[config.mk]
export PLATFORM = sky130hd
export DESIGN_NAME = counter_dispatch_arbiter_flat
export DESIGN_NICKNAME = d
export VERILOG_FILES = /design/src/rtl/counter_dispatch_if.sv /design/src/rtl/counter_dispatch_arbiter.sv /design/src/flat_wrapper.sv
export SDC_FILE = /design/constraint.sdc
export NUM_CORES = 1
export LEC_CHECK = 0
export CELL_PAD_IN_SITES_DETAIL_PLACEMENT = 1
export CELL_PAD_IN_SITES_GLOBAL_PLACEMENT = 1
export CORE_ASPECT_RATIO = 1.1
export CORE_MARGIN = 4
export CORE_UTILIZATION = 42
export DETAILED_ROUTE_END_ITERATION = 7
export GPL_ROUTABILITY_DRIVEN = 0
export MAX_ROUTING_LAYER = met4
export PLACE_DENSITY_LB_ADDON = 0.1
export SYNTH_ARGS = -nofsm -noshare
export SYNTH_HDL_FRONTEND = slang
export SYNTH_SLANG_ARGS = --single-unit
[constraint.sdc]
create_clock -name clk -period 5.1 [get_ports clk]
set_input_delay 1.53 -clock clk [delete_from_list [all_inputs] [get_ports clk]]
set_output_delay 1.53 -clock clk [all_outputs]
set_load 0.01 [all_outputs]
[src/rtl/counter_dispatch_if.sv]
// Handshake and status bundle between the ticket/call scheduler and its
// environment. The master side drives the button and per-counter controls;
// the slave side (the scheduler) drives ticket, queue and call status.
interface counter_dispatch_if;
  logic        button;
  logic [4:0]  counter_enable;
  logic [4:0]  counter_done;
  logic [5:0]  issued_number;
  logic [5:0]  waiting_count;
  logic        queue_full;
  logic        reject;
  logic        call_valid;
  logic [2:0]  counter_call;
  logic [5:0]  number_service;
  logic [4:0]  counter_busy;
  logic [29:0] service_numbers;

  modport master (
    output button, counter_enable, counter_done,
    input  issued_number, waiting_count, queue_full, reject, call_valid,
           counter_call, number_service, counter_busy, service_numbers
  );

  modport slave (
    input  button, counter_enable, counter_done,
    output issued_number, waiting_count, queue_full, reject, call_valid,
           counter_call, number_service, counter_busy, service_numbers
  );
endinterface

[src/rtl/counter_dispatch_arbiter.sv]
// Ticket-and-call scheduler for five service counters (A..E = 0..4).
// Issues sequential tickets on button presses, counts waiting customers and
// calls the oldest waiting ticket to a free, open counter, one per cycle.
// Optional macro DISPATCH_ROUND_ROBIN_EN: circular grant search starting at
// rr_ptr; when undefined, the lowest eligible counter index wins.
module counter_dispatch_arbiter #(
  parameter int QUEUE_MAX  = 32,
  parameter int MAX_TICKET = 63
) (
  input logic          clk,
  input logic          rst,
  counter_dispatch_if.slave bus
);

  logic             button_q;
  logic [5:0]       issued_number;
  logic [5:0]       waiting_count;
  logic [5:0]       next_serve;
  logic             reject;
  logic             call_valid;
  logic [2:0]       counter_call;
  logic [5:0]       number_service;
  logic [4:0]       counter_busy;
  logic [4:0][5:0]  service_numbers;

  logic             press;
  logic             accept;
  logic [4:0]       elig;
  logic             dispatch;
  logic [2:0]       grant;
  logic [4:0]       grant_onehot;
  logic [4:0]       done_mask;

`ifdef DISPATCH_ROUND_ROBIN_EN
  logic [2:0]       rr_ptr;
  logic             found;
`endif

  // Ticket numbers run 1..MAX_TICKET and then restart at 1; 0 is never used.
  function automatic logic [5:0] wrap_inc(input logic [5:0] value);
    return (value == 6'(MAX_TICKET)) ? 6'd1 : value + 6'd1;
  endfunction

  // Press detection, queue admission and eligibility from registered busy.
  always_comb begin
    press     = bus.button & ~button_q;
    accept    = press && (waiting_count < 6'(QUEUE_MAX));
    elig      = bus.counter_enable & ~counter_busy;
    dispatch  = (waiting_count != 6'd0) && (elig != 5'd0);
    done_mask = bus.counter_done & counter_busy;
  end

`ifdef DISPATCH_ROUND_ROBIN_EN
  // Circular search for the first eligible counter at or after rr_ptr.
  always_comb begin
    // NOTE: every variable written here gets a default first so no path
    // leaves it unassigned, which would otherwise infer a latch.
    grant = 3'd0;
    found = 1'b0;
    for (int k = 0; k < 5; k++) begin
      if (!found && elig[(int'(rr_ptr) + k) % 5]) begin
        grant = 3'((int'(rr_ptr) + k) % 5);
        found = 1'b1;
      end
    end
  end
`else
  // Fixed priority: scanning downward lets the lowest eligible index win.
  always_comb begin
    grant = 3'd0;
    for (int i = 4; i >= 0; i--) begin
      if (elig[i]) grant = 3'(i);
    end
  end
`endif

  assign grant_onehot = 5'b00001 << grant;

  // Ticket issue, waiting count, call generation and per-counter service state.
  always_ff @(posedge clk or posedge rst) begin
    if (rst) begin
      button_q        <= 1'b0;
      issued_number   <= 6'd0;
      waiting_count   <= 6'd0;
      next_serve      <= 6'd1;
      reject          <= 1'b0;
      call_valid      <= 1'b0;
      counter_call    <= 3'b111;
      number_service  <= 6'd0;
      counter_busy    <= 5'd0;
      service_numbers <= '0;
`ifdef DISPATCH_ROUND_ROBIN_EN
      rr_ptr          <= 3'd0;
`endif
    end else begin
      // NOTE: non-blocking assignments so every register samples the
      // pre-edge values, e.g. busy and waiting_count used by dispatch.
      button_q <= bus.button;
      reject   <= press & ~accept;

      if (accept) issued_number <= wrap_inc(issued_number);

      // A simultaneous issue and call leaves the count unchanged.
      case ({accept, dispatch})
        2'b10:   waiting_count <= waiting_count + 6'd1;
        2'b01:   waiting_count <= waiting_count - 6'd1;
        default: waiting_count <= waiting_count;
      endcase

      call_valid   <= dispatch;
      counter_call <= dispatch ? grant : 3'b111;

      if (dispatch) begin
        number_service         <= next_serve;
        service_numbers[grant] <= next_serve;
        next_serve             <= wrap_inc(next_serve);
`ifdef DISPATCH_ROUND_ROBIN_EN
        rr_ptr                 <= (grant == 3'd4) ? 3'd0 : grant + 3'd1;
`endif
      end

      // Grants only target idle counters and done only clears busy ones, so
      // the two masks never overlap; a freed counter is eligible next cycle.
      counter_busy <= (counter_busy & ~done_mask) |
                      (dispatch ? grant_onehot : 5'd0);
    end
  end

  assign bus.issued_number   = issued_number;
  assign bus.waiting_count   = waiting_count;
  assign bus.queue_full      = (waiting_count == 6'(QUEUE_MAX));
  assign bus.reject          = reject;
  assign bus.call_valid      = call_valid;
  assign bus.counter_call    = counter_call;
  assign bus.number_service  = number_service;
  assign bus.counter_busy    = counter_busy;
  assign bus.service_numbers = service_numbers;

endmodule

[src/flat_wrapper.sv]
// flat-port wrapper written by rule: the top's interface ports become plain ports
module counter_dispatch_arbiter_flat 
#(
  parameter int QUEUE_MAX  = 32,
  parameter int MAX_TICKET = 63
)
  (clk, rst, bus_button, bus_counter_enable, bus_counter_done, bus_issued_number, bus_waiting_count, bus_queue_full, bus_reject, bus_call_valid, bus_counter_call, bus_number_service, bus_counter_busy, bus_service_numbers);
  counter_dispatch_if bus_i ();
  input logic clk;
  input logic rst;
  input wire logic [$bits(bus_i.button)-1:0] bus_button;
  input wire logic [$bits(bus_i.counter_enable)-1:0] bus_counter_enable;
  input wire logic [$bits(bus_i.counter_done)-1:0] bus_counter_done;
  output wire logic [$bits(bus_i.issued_number)-1:0] bus_issued_number;
  output wire logic [$bits(bus_i.waiting_count)-1:0] bus_waiting_count;
  output wire logic [$bits(bus_i.queue_full)-1:0] bus_queue_full;
  output wire logic [$bits(bus_i.reject)-1:0] bus_reject;
  output wire logic [$bits(bus_i.call_valid)-1:0] bus_call_valid;
  output wire logic [$bits(bus_i.counter_call)-1:0] bus_counter_call;
  output wire logic [$bits(bus_i.number_service)-1:0] bus_number_service;
  output wire logic [$bits(bus_i.counter_busy)-1:0] bus_counter_busy;
  output wire logic [$bits(bus_i.service_numbers)-1:0] bus_service_numbers;
  assign bus_i.button = bus_button;
  assign bus_i.counter_enable = bus_counter_enable;
  assign bus_i.counter_done = bus_counter_done;
  assign bus_issued_number = bus_i.issued_number;
  assign bus_waiting_count = bus_i.waiting_count;
  assign bus_queue_full = bus_i.queue_full;
  assign bus_reject = bus_i.reject;
  assign bus_call_valid = bus_i.call_valid;
  assign bus_counter_call = bus_i.counter_call;
  assign bus_number_service = bus_i.number_service;
  assign bus_counter_busy = bus_i.counter_busy;
  assign bus_service_numbers = bus_i.service_numbers;
  counter_dispatch_arbiter #(.QUEUE_MAX(QUEUE_MAX), .MAX_TICKET(MAX_TICKET)) u_core (.clk(clk), .rst(rst), .bus(bus_i));
endmodule
==> impl_metrics.toml <==
[placement]
dp_hpwl_mm = 4.938
placed_area_mm2 = 0.003687
io_buffers = 71
placed_cells = 372
place_ws_ns = 0.5104

[global_routing]
grt_max_degree = 62
overflow = 0
grtUsageTotal = 0.1841
grt_pass1_vias = 2261
grt_pass1_wl_mm = 11.36
antenna_found_initial = 0

[run_status]
status = "finished clean"

[floorplan]
die_x_um = 87.59
coreArea_mm2 = 0.006671
dieArea_mm2 = 0.008369
fp.dieH_um = 95.55
num_rows = 31
start_util = 0.4387
pin_count = 72

[sta]
slew_violations = 0
fin_crit_sh = 0.8339
finalHoldViolations = 0
holdWs_ns = 0.5141
final-setup-viol-count = 0
fin_setup_tns_ns = 0
fin_ws_ns = 0.8471
fin_skew_ns = 0.01127
period_needed_ns = 4.253
tightest_slew_ns = 0.7709
slew_headroom = 0.4860
rsz0062_at_grt = "no"
fmax_mhz = 235.1

[clock_tree]
post_cts_buffers = 0
insertion_delay_ns = 0.34
ctsHtreeMaxLevel = 3
cts_tree = "done"
holdBufCountCts = 0
cts_buffers = 9
clockBufferDepth = 2
clk_root_buffer_cell = "clkbuf_8"
clkTransAtPathRegs_ns = 0.07
cts_resized = 0
cts_sinks = 65

[worst_setup_path]
criticalPathCategory = "primary input to flip-flop"
path_cells = "clkdlybuf4s50_1, and2b_2, nor4_2, a21o_1, inv_2, ha_1, xor2_1, ha_1, nor2b_1, o32a_1, a31oi_1, xor2_1"
critical_path.max_stage_delay_ns = 0.52
endpoint_kind = "flip-flop"
cp.required_ns = 5.36
cp-start-kind = "primary input"
worst_path_dominant_cell_family = "simple AND/OR/NAND/NOR gates"
worstPathArrival_ns = 4.51
slowest_stage = "nor4_2"
r2r-end = "u_core.bus.waiting_count[4]"
reg2reg_from = "u_core.bus.waiting_count[1]"
cp_num_buf_inv = 2
r2r_slack_ns = 1.96
ff2ff_path_depth = 11
cp_max_fo = 9

[synthesis]
yosysWarnings = 0
synth_cell_types = 49
synthAdderAreaFrac = 0.02138
synth_edf_count = 0
synth_compound_area_frac = 0.08251
muxShareOfSynthArea = 0.1616
ys_seq_elements = 65
ys_seq_area_frac = 0.5575
yosys.area_share.simple = 0.09962
syn_area_mm2 = 0.002927
synth_top_family_by_area = "multiplexers"
ys_async_sr_fraction = 1.000
avgSynthCellArea_um2 = 12.89
synth_xor_area_frac = 0.03891
syn-instance-count = 227
ys_dominant_reg_cell = "dfrtp_1"
synth_nets = 245

[detailed_routing]
drt-total-wl_mm = 6.845
detail_route.wl_per_cell_um = 17.64
route.vias.total = 2056
via_per_inst = 5.299
drc = 0
drt_iter0_markers = 41
drt_pass1_iterations = 4
ant_nets = 0

[job]
drv_cap = 0

[final_layout]
post-route-util = 0.5866
layout_commonest_cell = "clkdlybuf4s50_1"
drive_gt1_frac = 0.2451
area_growth_pct = 33.73
n_antenna_cell = 0
final_net_count = 319
fillers = 688
final_cell_area_mm2 = 0.003914
final_cell_mix = "clkdlybuf4s50_1 (71), dfrtp_1 (61), mux2_2 (34)"
fin_cells = 388

[hold_path]
hold_end = "u_core.bus.service_numbers[17]"
hold_path_depth = 1
min-delay-start = "u_core.bus.service_numbers[17]"
hp-class = "flip-flop to flip-flop"

[power]
p_total_mw = 2.630
p_leak_nw = 1.658
ir_worst_vdd_v = 0.0002621
p_per_area_mw_per_mm2 = 672.1
[kinds of logic after synthesis]
logic type	count (synthesis)
AOI/OAI and AO/OA	37
buffers and inverters	21
muxes	40
DFF	65
and+or+nand+nor	46
xor gates and xnor gates	13
adders and majority gates	5
[layout make-up]
| type | instances | area [um^2] | share of cell area |
|---|---|---|---|
| sequential | 65 | 1632 | 0.4169 |
| tap | 82 | 102.6 | 0.02621 |
| clock buffer | 10 | 137.6 | 0.03517 |
| multi-input combinational | 141 | 1182 | 0.3021 |
| clock inverter | 6 | 88.84 | 0.02270 |
| inverter | 10 | 37.54 | 0.009591 |
| timing repair buffer | 74 | 733.2 | 0.1873 |
[report_power, final]
part	switching (mW)	leakage, nW	internal [mW]
registers	0.256	0.763	0.766
clock network	0.198	0.109	0.289
logic	0.435	0.785	0.686
total	0.889	1.66	1.74
[layer usage]
| metal | GRT usage | part of all wire |
|---|---|---|
| met1 | 0.2257 | 0.43 |
| met3 | 0.04062 | 0.042 |
| met5 | - | 0 |
| met4 | 0.06394 | 0.0083 |
| met2 | 0.3003 | 0.52 |
[sequential cells by signal, summed over array words and instances (netlist names)]
register                    cells
u_core.bus.number_service       6
u_core.bus.reject               1
u_core.bus.issued_number        6
u_core.bus.counter_busy         5
u_core.bus.counter_call         3
u_core.bus.waiting_count        6
u_core.bus.call_valid           1
u_core.button_q                 1
u_core.bus.service_numbers     30
u_core.next_serve               6
[Yosys cell counts (2+ instances only)]
library cell | count | area share
o211ai_1 | 2 | 0.0051
and3_1 | 5 | 0.011
nor2_1 | 6 | 0.0077
ha_1 | 5 | 0.021
clkbuf_1 | 6 | 0.0077
mux2_4 | 6 | 0.031
xor2_1 | 5 | 0.015
dfstp_2 | 4 | 0.036
o31ai_1 | 2 | 0.0051
inv_1 | 9 | 0.012
nand3_1 | 2 | 0.0034
o21ai_0 | 10 | 0.017
a21oi_1 | 8 | 0.014
dfrtp_1 | 61 | 0.52
o22a_1 | 2 | 0.0060
buf_6 | 4 | 0.015
a31oi_1 | 3 | 0.0064
and4_1 | 2 | 0.0060
mux2_2 | 34 | 0.13
nor2b_1 | 5 | 0.011
nand3_2 | 3 | 0.010
nand2_1 | 6 | 0.0077
nand2b_1 | 3 | 0.0064
or3_1 | 2 | 0.0043
xnor2_1 | 8 | 0.024
[how the worst max path moves through the flow]
stage | from | endpoint | slack, ns | depth (start not counted)
floorplan | bus_counter_enable[1] | u_core.bus.waiting_count[4] | 1.03 | 13
global placement | bus_counter_enable[1] | u_core.bus.waiting_count[4] | 0.65 | 12
detailed placement | bus_counter_enable[1] | u_core.bus.waiting_count[4] | 0.51 | 12
CTS | bus_counter_enable[1] | u_core.bus.waiting_count[4] | 0.85 | 12
global route | bus_counter_enable[1] | u_core.bus.waiting_count[4] | 0.60 | 12
finish | bus_counter_enable[1] | u_core.bus.waiting_count[4] | 0.85 | 12
(Power assumes the default switching activity.)
